--- config.mk ---
export PLATFORM = sky130hd
export DESIGN_NAME = hazard_unit
export DESIGN_NICKNAME = d
export VERILOG_FILES = /design/src/rtl/cpu_types_pkg.sv /design/src/rtl/hazard_stats_counter.sv /design/src/rtl/hazard_unit.sv
export SDC_FILE = /design/constraint.sdc
export NUM_CORES = 1
export LEC_CHECK = 0
export CAP_MARGIN = 20
export CORE_AREA = 2 2 39 41
export CTS_CLUSTER_DIAMETER = 80
export DETAILED_ROUTE_END_ITERATION = 16
export DIE_AREA = 0 0 41 43
export GPL_TIMING_DRIVEN = 0
export PLACE_DENSITY = 0.7
export SLEW_MARGIN = 20
export SYNTH_ARGS = -nofsm -noshare
export SYNTH_HDL_FRONTEND = slang
export SYNTH_SLANG_ARGS = --single-unit
export TNS_END_PERCENT = 100
--- constraint.sdc ---
create_clock -name CLK -period 3.02 [get_ports CLK]
set_input_delay 0.906 -clock CLK [delete_from_list [all_inputs] [get_ports CLK]]
set_output_delay 0.906 -clock CLK [all_outputs]
set_load 0.02 [all_outputs]
--- src/rtl/cpu_types_pkg.sv ---
`default_nettype none
// +--------------------------------------------------------------------+
// | cpu_types_pkg: shared pipeline types (hazard FSM state, reg select) |
// | Revision: 1.0                                                       |
// +--------------------------------------------------------------------+
package cpu_types_pkg;

  localparam int REGBITS = 5;

  typedef logic [REGBITS-1:0] regbits_t;

  typedef enum logic [1:0] {
    RUN   = 2'd0,
    DWAIT = 2'd1,
    FLUSH = 2'd2,
    HALT  = 2'd3
  } hazstate_t;

endpackage
`default_nettype wire

--- src/rtl/hazard_stats_counter.sv ---
`default_nettype none
// +--------------------------------------------------------------------+
// | hazard_stats_counter: saturating event counter (HAZARD_STATS_EN)    |
// | Revision: 1.0                                                       |
// +--------------------------------------------------------------------+
`ifdef HAZARD_STATS_EN
module hazard_stats_counter #(
  parameter int W = 32
) (
  input  logic         CLK,
  input  logic         nRST,
  input  logic         inc,
  output logic [W-1:0] count
);

  always_ff @(posedge CLK) begin
    if (!nRST) begin
      count <= '0;
    end else if (inc && !(&count)) begin
      count <= count + W'(1);
    end
  end

endmodule
`endif
`default_nettype wire

--- src/rtl/hazard_unit.sv ---
`default_nettype none
// +--------------------------------------------------------------------+
// | hazard_unit: stall/flush control for the 5-stage pipeline.          |
// | Optional statistics counters under HAZARD_STATS_EN. Revision: 1.0  |
// +--------------------------------------------------------------------+
module hazard_unit
  import cpu_types_pkg::*;
#(
  parameter int REGW = 5
`ifdef HAZARD_STATS_EN
  ,
  parameter int CNTW = 32
`endif
) (
  input  logic            CLK,
  input  logic            nRST,
  input  logic            ihit,
  input  logic            dhit,
  input  logic [REGW-1:0] ifid_rs,
  input  logic [REGW-1:0] ifid_rt,
  input  logic            ifid_rt_used,
  input  logic            idex_dREN,
  input  logic [REGW-1:0] idex_wsel,
  input  logic            exm_dREN,
  input  logic            exm_dWEN,
  input  logic            exm_taken,
  input  logic            exm_halt,
  output logic            pc_en,
  output logic            ifid_en,
  output logic            ifid_flush,
  output logic            idex_en,
  output logic            idex_flush,
  output logic            exm_en,
  output logic            exm_flush,
  output logic            mwb_en,
  output logic            halted
`ifdef HAZARD_STATS_EN
  ,
  output logic [CNTW-1:0] stall_cycles,
  output logic [CNTW-1:0] flush_count
`endif
);

  hazstate_t state;
  hazstate_t next_state;
  logic      memacc;
  logic      loaduse;
  logic      run_rules;
  logic      mem_ok;

  assign memacc  = exm_dREN | exm_dWEN;
  assign loaduse = idex_dREN && (idex_wsel != '0) &&
                   ((idex_wsel == ifid_rs) || (ifid_rt_used && (idex_wsel == ifid_rt)));

  always_comb begin
    pc_en      = ihit;
    ifid_en    = ihit;
    ifid_flush = 1'b0;
    idex_en    = 1'b1;
    idex_flush = 1'b0;
    exm_en     = 1'b1;
    exm_flush  = 1'b0;
    mwb_en     = 1'b1;
    halted     = 1'b0;
    next_state = state;
    run_rules  = 1'b0;
    mem_ok     = !(memacc && !dhit);

    case (state)
      RUN: run_rules = 1'b1;
      DWAIT: begin
        // The outstanding access completes: resolve the cycle as a normal RUN cycle.
        if (dhit) begin
          run_rules = 1'b1;
          mem_ok    = 1'b1;
        end else begin
          {pc_en, ifid_en, idex_en, exm_en, mwb_en} = '0;
        end
      end
      FLUSH: begin
        if (exm_halt || !mem_ok) begin
          run_rules = 1'b1;
        end else begin
          pc_en      = 1'b0;
          ifid_en    = 1'b1;
          ifid_flush = 1'b1;
          if (ihit) next_state = RUN;
        end
      end
      HALT: begin
        {pc_en, ifid_en, idex_en, exm_en, mwb_en} = '0;
        halted = 1'b1;
      end
    endcase

    if (run_rules) begin
      if (exm_halt) begin
        {pc_en, ifid_en, idex_en, exm_en, mwb_en} = '0;
        halted     = 1'b1;
        next_state = HALT;
      end else if (!mem_ok) begin
        {pc_en, ifid_en, idex_en, exm_en, mwb_en} = '0;
        next_state = DWAIT;
      end else if (exm_taken) begin
        // A missing fetch belongs to the wrong path; FLUSH discards it when it lands.
        pc_en      = 1'b1;
        ifid_en    = 1'b1;
        ifid_flush = 1'b1;
        idex_flush = 1'b1;
        exm_flush  = 1'b1;
        next_state = ihit ? RUN : FLUSH;
      end else if (loaduse) begin
        pc_en      = 1'b0;
        ifid_en    = 1'b0;
        idex_flush = 1'b1;
        next_state = RUN;
      end else begin
        next_state = RUN;
      end
    end
  end

  always_ff @(posedge CLK) begin
    if (!nRST) begin
      state <= RUN;
    end else begin
      state <= next_state;
    end
  end

`ifdef HAZARD_STATS_EN
  // exm_flush is raised only when a taken branch is accepted.
  hazard_stats_counter #(.W(CNTW)) u_stall_cnt (
    .CLK   (CLK),
    .nRST  (nRST),
    .inc   (!pc_en && (state != HALT)),
    .count (stall_cycles)
  );

  hazard_stats_counter #(.W(CNTW)) u_flush_cnt (
    .CLK   (CLK),
    .nRST  (nRST),
    .inc   (exm_flush && (state != HALT)),
    .count (flush_count)
  );
`endif

endmodule
`default_nettype wire
==> flow_metrics.env, run 1 <==
export IMPL_status="complete, no violations"
export IMPL_nFillCells=145
export IMPL_yosysMostFrequentCell="xor2_1"
export IMPL_largest_reg_flops=2
export IMPL_cpPeakStageDelay_ps=310
export IMPL_finalWirelength_mm=1.13
export IMPL_core_rowCount=14
export IMPL_hpwl_um=858
export IMPL_die_area_um2=1760
export IMPL_ant_nets=0
export IMPL_clock_latency_ps=220
export IMPL_area_delta_synth_final_pct=120
export IMPL_drtIter0Drc=4
export IMPL_dp_slack_ps=-822
export IMPL_endpoint_kind="primary output"
export IMPL_grt_overflow_total=0
export IMPL_internal_power_uw=125
export IMPL_leakage_uw=0.000337
export IMPL_syn_mean_instance_area_um2=7.17
export IMPL_ys_types=21
export IMPL_path_clk_slew_ps=30
export IMPL_cts_tree="done"
export IMPL_netlist_area_um2=323
export IMPL_drv_slew=0
export IMPL_grt_usage=0.145
export IMPL_root_buffer="clkbuf_4"
export IMPL_stdcell_area_um2=711
export IMPL_cp_cell_sequence="buf_8, xor2_2, nor4_2, a32oi_2, o21a_1, nor2_1, buf_4"
export IMPL_syn_nets=70
export IMPL_fin_ws_ps=7.20
export IMPL_arrival_ps=2110
export IMPL_grt_setup_unrepaired="yes"
export IMPL_ys_warn_count=0
export IMPL_switchingPower_uw=63.9
export IMPL_ir_drop_mv=0.222
export IMPL_slew_headroom=0.774
export IMPL_synth_top_cell_by_area="xor2_1"
export IMPL_synth_async_reset_ratio=0
export IMPL_cts_sinks=2
export IMPL_cp_start_kind="primary input"
export IMPL_clk_path_buf_depth=2
export IMPL_cts_buffers=3
export IMPL_hold_class="flop to flop"
export IMPL_switching_share=0.337
export IMPL_hold_violations=0
export IMPL_ys_ff_latch=2
export IMPL_wl_per_cell_um=11.5
export IMPL_initial_core_util=0.233
export IMPL_reg_largest_list="state x2"
export IMPL_top_level_ports=34
export IMPL_placed_area_um2=677
export IMPL_drive_above_1_share=0.366
export IMPL_gp_congestion=0.737
export IMPL_design_core_area_um2=1380
export IMPL_finalPower_uw=189
export IMPL_synthTopCellsByArea="xor2_1 (24%), dfxtp_1 (12%), nor2_1 (8.1%), o21ai_2 (5.4%), nor3_1 (4.7%)"
export IMPL_drc_errors=0
export IMPL_worstPathMaxFanout=3
export IMPL_power_density_nw_per_um2=267
export IMPL_setup_viol_count_final=0
export IMPL_diodes=0
export IMPL_p_comb_frac=0.532
export IMPL_worst_pin_slew_ps=337
export IMPL_vias_per_cell=4.35
export IMPL_synth_edf_count=0
export IMPL_fmax_mhz=332
export IMPL_fin_crit_sh=0.998
export IMPL_fin_nets=109
export IMPL_finClkSkew_ps=2.23
export IMPL_grt_pass1_wl_mm=1.78
export IMPL_crit_path_top_delay_cell="nor4_2"
export IMPL_ys_flop_type="dfxtp_1"
export IMPL_chipWidth_um=41
export IMPL_io_buffers=33
export IMPL_grt_max_degree=6
export IMPL_antenna_found_initial=0
export IMPL_synth_seq_area_share=0.124
export IMPL_dr_pass1_iters=2
export IMPL_synth_top_cell_area_share=0.244
export IMPL_seqPwrFrac=0.164
export IMPL_die_y_um=43
export IMPL_ys_top_cells_by_count="xor2_1 (9), nor2_1 (7), nand2_1 (3), nor3_1 (3)"
export IMPL_max_cap_violations=0
export IMPL_regMostFlops="state"
export IMPL_synthCells=45
export IMPL_via_count=426
export IMPL_fin_crit_ps=3010
export IMPL_htreeDepth=1
export IMPL_p_clk_frac=0.304
export IMPL_worstPathRequired_ps=2110
export IMPL_grt_pass1_vias=421
export IMPL_critical_path_class="primary input to primary output"
export IMPL_setup_tns_ps=0
[logic make-up after synthesis]
family                 Yosys count  share of synthesized area
XOR/XNOR                        10                      0.271
AND/OR/NAND/NOR                 19                      0.298
AO/OA/AOI/OAI                   11                      0.248
buffers and inverters            3                     0.0581
flip-flops                       2                      0.124
[metal layers]
layer,global-route usage,part of all wire,vias to the layer above,wire length (um)
met5,0,0,-,0
met4,0.0733,0,0,0
met3,0.00524,0.033,0,37
met2,0.250,0.58,6,656
met1,0.169,0.39,188,435
li1,-,-,232,-
[path summary, 6_finish.rpt]
kind                            cells after the start         end  slack (ps)          from
worst min-delay path                                2    state[1]         530      state[0]
worst min register to register                      2    state[1]         530      state[0]
worst max-delay path                                7  idex_flush           7  idex_wsel[2]
worst max register to register                      4    state[0]        2020      state[0]
[layout by cell type (no fill, tap or decap), drive strengths merged]
cell type      instances
nand2                  3
nand2b                 2
and2b                  1
a32oi                  1
dfxtp                  2
or4                    1
xnor2                  1
nor2b                  1
nor3                   3
dlymetal6s2s           1
o21ai                  4
o21bai                 2
a21boi                 1
a21oi                  2
inv                    1
nor4                   1
clkdlybuf4s15          3
nor2                   7
clkdlybuf4s50          6
clkbuf                 8
buf                   11
xor2                   9
o21a                   1
dlygate4sd2           10
[area by class of cell]
cell class                      count  area, um2  area share
Clock buffer                        3       22.5      0.0317
Multi-Input combinational cell     40        317       0.445
Inverter                            1       3.75     0.00528
Tap cell                           16       20.0      0.0282
Timing Repair Buffer               34        293       0.412
Sequential cell                     2       40.0      0.0563
Buffer                              2       15.0      0.0211
[power groups by stage]
stage / sequential [uW] / combinational [uW] / clock [uW]
after floorplan: 30.8 / 44.3 / 0
after CTS: 30.9 / 95.3 / 61.9
after detailed placement: 31.2 / 103 / 0
final: 31.0 / 101 / 57.6
after global routing: 31.2 / 109 / 63.9
after global placement: 31.3 / 102 / 0
[repair_timing]
action | in CTS | in global routing
endpoints found under the setup margin | 9 | 7
gates resized for setup | 65 | 17
buffers inserted | 0 | 1
pin swaps | 19 | 10
hold buffers | 0 | 0
[critical path, delay by kind of cell]
| kind | cells | cell delay [ps] |
|---|---|---|
| AOI/OAI and AO/OA | 2 | 380 |
| xor gates and xnor gates | 1 | 160 |
| buffers and inverters | 2 | 250 |
| and+or+nand+nor | 2 | 410 |
[metrics by stage]
stage,hold WS [ps],utilization,instances
after CTS,533,0.496,97
after detailed placement,528,0.489,94
after floorplan,486,-,45
after global routing,580,0.514,98
after global placement,526,0.489,94
final,530,0.514,98
Power figures use the tool's default switching activity.
==> run 2: changes to the inputs <==
CORE_AREA = 3 3 40 42   (was 2 2 39 41)
DIE_AREA = 0 0 43 45   (was 0 0 41 43)
==> run 2 against run 1 <==
Compared with the run above:
- final area grew 5.8%
- worst setup slack improved by 25 ps
- register-to-register slack got worse by 60 ps
- clock power grew 4.2%
- critical path depth fell by 1
- worst hold slack worse by 13 ps
- power up 4.5%
- global-route usage shrank 0.56 points
- largest power group unchanged
- highest routed layer unchanged
==> flow_metrics.env, run 2 (same netlist as run 1, synthesis figures left out) <==
export IMPL_finalWirelength_mm=1.26
export IMPL_finalPower_uw=198
export IMPL_final_cell_mix="buf_4 (12), dlygate4sd2_1 (10), xor2_1 (8)"
export IMPL_antenna_found_initial=0
export IMPL_grt_usage=0.140
export IMPL_worst_pin_slew_ps=322
export IMPL_htreeDepth=1
export IMPL_drc_errors=0
export IMPL_endpoint_kind="primary output"
export IMPL_ant_nets=0
export IMPL_placed_area_um2=676
export IMPL_stdcell_area_um2=752
export IMPL_reg_largest_list="state x2"
export IMPL_drtIter0Drc=1
export IMPL_via_count=451
export IMPL_critPathTopFamily="simple AND/OR/NAND/NOR gates"
export IMPL_grt_overflow_total=0
export IMPL_max_cap_violations=0
export IMPL_clk_path_buf_depth=2
export IMPL_grt_max_degree=6
export IMPL_fin_nets=115
export IMPL_drv_slew=0
export IMPL_arrival_ps=2080
export IMPL_power_density_nw_per_um2=263
export IMPL_cp_start_kind="primary input"
export IMPL_seqPwrFrac=0.157
export IMPL_crit_path_top_delay_cell="or4_4"
export IMPL_internal_power_uw=132
export IMPL_hold_class="flop to flop"
export IMPL_dp_slack_ps=-906
export IMPL_leakage_uw=0.000365
export IMPL_cts_sinks=2
export IMPL_io_buffers=33
export IMPL_regMostFlops="state"
export IMPL_chipWidth_um=43
export IMPL_core_rowCount=13
export IMPL_clock_latency_ps=230
export IMPL_dr_pass1_iters=2
export IMPL_switchingPower_uw=65.9
export IMPL_drive_above_1_share=0.375
export IMPL_largest_reg_flops=2
export IMPL_grt_setup_unrepaired="yes"
export IMPL_path_clk_slew_ps=30
export IMPL_fmax_mhz=335
export IMPL_p_clk_frac=0.303
export IMPL_hold_violations=0
export IMPL_cpPeakStageDelay_ps=540
export IMPL_gp_congestion=0.702
export IMPL_critical_path_class="primary input to primary output"
export IMPL_fin_ws_ps=32.1
export IMPL_design_core_area_um2=1280
export IMPL_initial_core_util=0.251
export IMPL_cts_tree="done"
export IMPL_grt_pass1_wl_mm=1.90
export IMPL_fin_crit_ps=2990
export IMPL_worstPathRequired_ps=2110
export IMPL_vias_per_cell=4.38
export IMPL_status="complete, no violations"
export IMPL_finClkSkew_ps=4.17
export IMPL_switching_share=0.333
export IMPL_root_buffer="clkbuf_4"
export IMPL_place_inst=93
export IMPL_area_delta_synth_final_pct=133
export IMPL_die_area_um2=1940
export IMPL_diodes=0
export IMPL_die_y_um=45
export IMPL_fin_crit_sh=0.989
export IMPL_wl_per_cell_um=12.2
export IMPL_grt_pass1_vias=413
export IMPL_p_comb_frac=0.540
export IMPL_finalNonFillerCells=103
export IMPL_cp_num_buf_inv=2
export IMPL_ir_drop_mv=0.131
export IMPL_slew_headroom=0.784
export IMPL_top_level_ports=34
export IMPL_worstPathMaxFanout=3
export IMPL_final_common_cell="buf_4"
export IMPL_cp_cell_sequence="buf_8, or4_4, o21ai_4, o21ai_2, o21bai_1, buf_4"
export IMPL_cts_buffers=3
export IMPL_setup_viol_count_final=0
[run 2: area by class of cell]
class / instances / area [um2]
buffer: 2 / 15.0
clock buffer: 3 / 22.5
fill: 132 / 533
inverter: 1 / 3.75
multi-input combinational: 40 / 299
sequential: 2 / 40.0
tap: 15 / 18.8
timing repair buffer: 40 / 353
[run 2: metrics by stage]
step,util,hold WS [ps],TNS [ps]
6_report,0.585,517,0
5_1_grt,0.585,572,-99.9
4_1_cts,0.554,521,-3.07
3_5_place_dp,0.526,521,-4800
3_3_place_gp,0.526,521,-4750
2_1_floorplan,-,486,0
[run 2: worst paths after layout]
path	cells after the start	slack [ps]	to	from
setup / recovery	6	30	ifid_en	idex_wsel[4]
hold / removal	2	520	state[1]	state[0]
setup reg to reg	5	1960	state[0]	state[0]
hold reg to reg	2	520	state[1]	state[0]
[run 2: worst reg2reg max path, cell delays in order (launching register included)]
cell      delay [ps]
dfxtp_1          320
o21bai_1         170
a21oi_2          200
buf_4            140
buf_4             90
nor2b_1           30
[run 2: timing repair]
item / 4_1_cts / 5_1_grt
hold endpoints to repair: 0 / 0
hold buffers: 0 / 0
pin swaps: 17 / 11
setup buffers: 5 / 2
setup endpoints to repair: 9 / 7
gates resized for setup: 68 / 15
[run 2: layer usage]
metal | track usage | up-vias | part of all wire
met2 | 0.246 | 9 | 0.56
met3 | 0.0398 | 0 | 0.045
met1 | 0.146 | 203 | 0.39
li1 | - | 239 | -
met4 | 0.0904 | 0 | 0
met5 | 0 | - | 0
[run 2: power by group through the flow]
stage          Combinational, uW  Sequential (uW)  Clock [uW]
6_report                     107             31.0        60.0
2_1_floorplan               44.3             30.8           0
3_5_place_dp                 103             31.3           0
5_1_grt                      116             31.3        68.8
4_1_cts                      101             31.0        65.4
3_3_place_gp                 102             31.4           0
==> run 3: changes to the inputs <==
REMOVE_ABC_BUFFERS = 1   (was not set)
SETUP_SLACK_MARGIN = 0.4   (was not set)
==> run 3 against run 2 <==
Compared with the run above:
- wire length up 1.8%
- sequential share of layout area fell by 0.39 points
- worst setup slack about the same
- critical path depth up 1
- register-to-register slack got worse by 160 ps
- core utilization up 4.7 points
- worst hold slack better by 9.0 ps
- critical endpoint is now idex_flush
==> flow_metrics.env, run 3 (same netlist as run 1, synthesis figures left out) <==
export IMPL_status="complete, no violations"
export IMPL_path_clk_slew_ps=30
export IMPL_fmax_mhz=335
export IMPL_area_delta_synth_final_pct=152
export IMPL_grt_max_degree=6
export IMPL_drv_slew=0
export IMPL_vias_per_cell=4.38
export IMPL_ir_drop_mv=0.175
export IMPL_arrival_ps=2080
export IMPL_utilization=0.632
export IMPL_place_inst=91
export IMPL_crit_path_top_delay_cell="nor4_2"
export IMPL_hold_class="flop to flop"
export IMPL_drc_errors=0
export IMPL_finalNonFillerCells=103
export IMPL_slew_headroom=0.841
export IMPL_wl_per_cell_um=12.4
export IMPL_io_buffers=33
export IMPL_cts_buffers=3
export IMPL_die_area_um2=1940
export IMPL_finClkSkew_ps=0.198
export IMPL_final_cell_mix="buf_4 (13), buf_6 (10), dlygate4sd2_1 (8)"
export IMPL_grt_setup_unrepaired="yes"
export IMPL_clock_latency_ps=220
export IMPL_die_y_um=45
export IMPL_hold_violations=0
export IMPL_worstPathRequired_ps=2110
export IMPL_grt_usage=0.122
export IMPL_critical_path_class="primary input to primary output"
export IMPL_fin_ws_ps=31.9
export IMPL_grt_pass1_vias=404
export IMPL_largest_reg_flops=2
export IMPL_ant_nets=0
export IMPL_root_buffer="clkbuf_4"
export IMPL_dr_pass1_iters=3
export IMPL_fin_crit_ps=2990
export IMPL_cp_cell_sequence="buf_6, xor2_2, nor4_2, a32oi_2, o21a_1, nor2_1, buf_4"
export IMPL_cp_num_buf_inv=2
export IMPL_reg_largest_list="state x2"
export IMPL_clk_path_buf_depth=2
export IMPL_cpPeakStageDelay_ps=290
export IMPL_cts_tree="done"
export IMPL_cp_start_kind="primary input"
export IMPL_initial_core_util=0.251
export IMPL_design_core_area_um2=1280
export IMPL_final_common_cell="buf_4"
export IMPL_drive_above_1_share=0.511
export IMPL_gp_congestion=0.764
export IMPL_worstPathMaxFanout=2
export IMPL_fin_crit_sh=0.989
export IMPL_regMostFlops="state"
export IMPL_whs_ps=526
export IMPL_critPathTopFamily="simple AND/OR/NAND/NOR gates"
export IMPL_endpoint_kind="primary output"
export IMPL_antenna_found_initial=0
export IMPL_setup_tns_ps=0
export IMPL_power_density_nw_per_um2=258
export IMPL_diodes=0
export IMPL_core_rowCount=13
export IMPL_grt_overflow_total=0
export IMPL_top_level_ports=34
export IMPL_max_cap_violations=0
export IMPL_hold_buffers=0
export IMPL_grt_pass1_wl_mm=1.76
export IMPL_setup_viol_count_final=0
export IMPL_cts_sinks=2
export IMPL_drtIter0Drc=2
export IMPL_chipWidth_um=43
export IMPL_leakage_uw=0.000372
export IMPL_finalWirelength_mm=1.28
export IMPL_worst_pin_slew_ps=236
export IMPL_fin_nets=115
export IMPL_hpwl_um=937
export IMPL_via_count=451
export IMPL_htreeDepth=1
export IMPL_dp_slack_ps=-835
## run 3: cell types whose count changed in the layout (fill, tap and decap cells not counted), moves of 2 or more
cell             change
clkbuf_2             -2
dlygate4sd2_1        -2
buf_6                +8
clkdlybuf4s15_1      -2
nor2_1               -2
## run 3: repair_timing
| item | CTS | global route |
|---|---|---|
| pin swaps | 18 | 7 |
| buffers inserted | 7 | 2 |
| setup endpoints to repair | 9 | 8 |
| resized for setup | 95 | 28 |
## run 3: through the flow
step / cell area [um2] / power [uW]
after floorplan: 308 / 71.2
after global placement: 657 / 130
after detailed placement: 657 / 130
after CTS: 673 / 188
after global routing: 812 / 225
final: 812 / 209
## run 3: final cells by class
type | instances | area (um2)
tap | 15 | 18.8
clock buffer | 3 | 22.5
timing repair buffer | 42 | 390
inverter | 1 | 3.75
fill | 117 | 473
sequential | 2 | 40.0
multi-input combinational | 40 | 337
## run 3: worst paths after layout
kind	startpoint	end	slack [ps]	cells past startpoint
worst max-delay path	ifid_rt[2]	idex_flush	30	7
worst min register to register	state[0]	state[1]	530	2
worst min-delay path	state[0]	state[1]	530	2
worst max register to register	state[1]	state[1]	1800	7
## run 3: report_power, final
part           leakage [uW]  total [uW]  internal, uW  switching (uW)
combinational      0.000341         121          68.6            52.3
sequential        0.0000168        31.4          28.9            2.48
clock             0.0000138        57.2          43.7            13.5
## run 3: metal layers
layer | global-route usage | part of all wire | vias to the layer above
met5 | 0 | 0 | -
met4 | 0.0542 | 0.0063 | 0
met3 | 0.0279 | 0.067 | 2
met2 | 0.195 | 0.53 | 17
met1 | 0.158 | 0.39 | 194
li1 | - | - | 238
## run 3: tightest hold or removal path: stages (launching register included)
cell and delay, ps:
dfxtp_1 320, nand2_1 80, a21boi_0 70
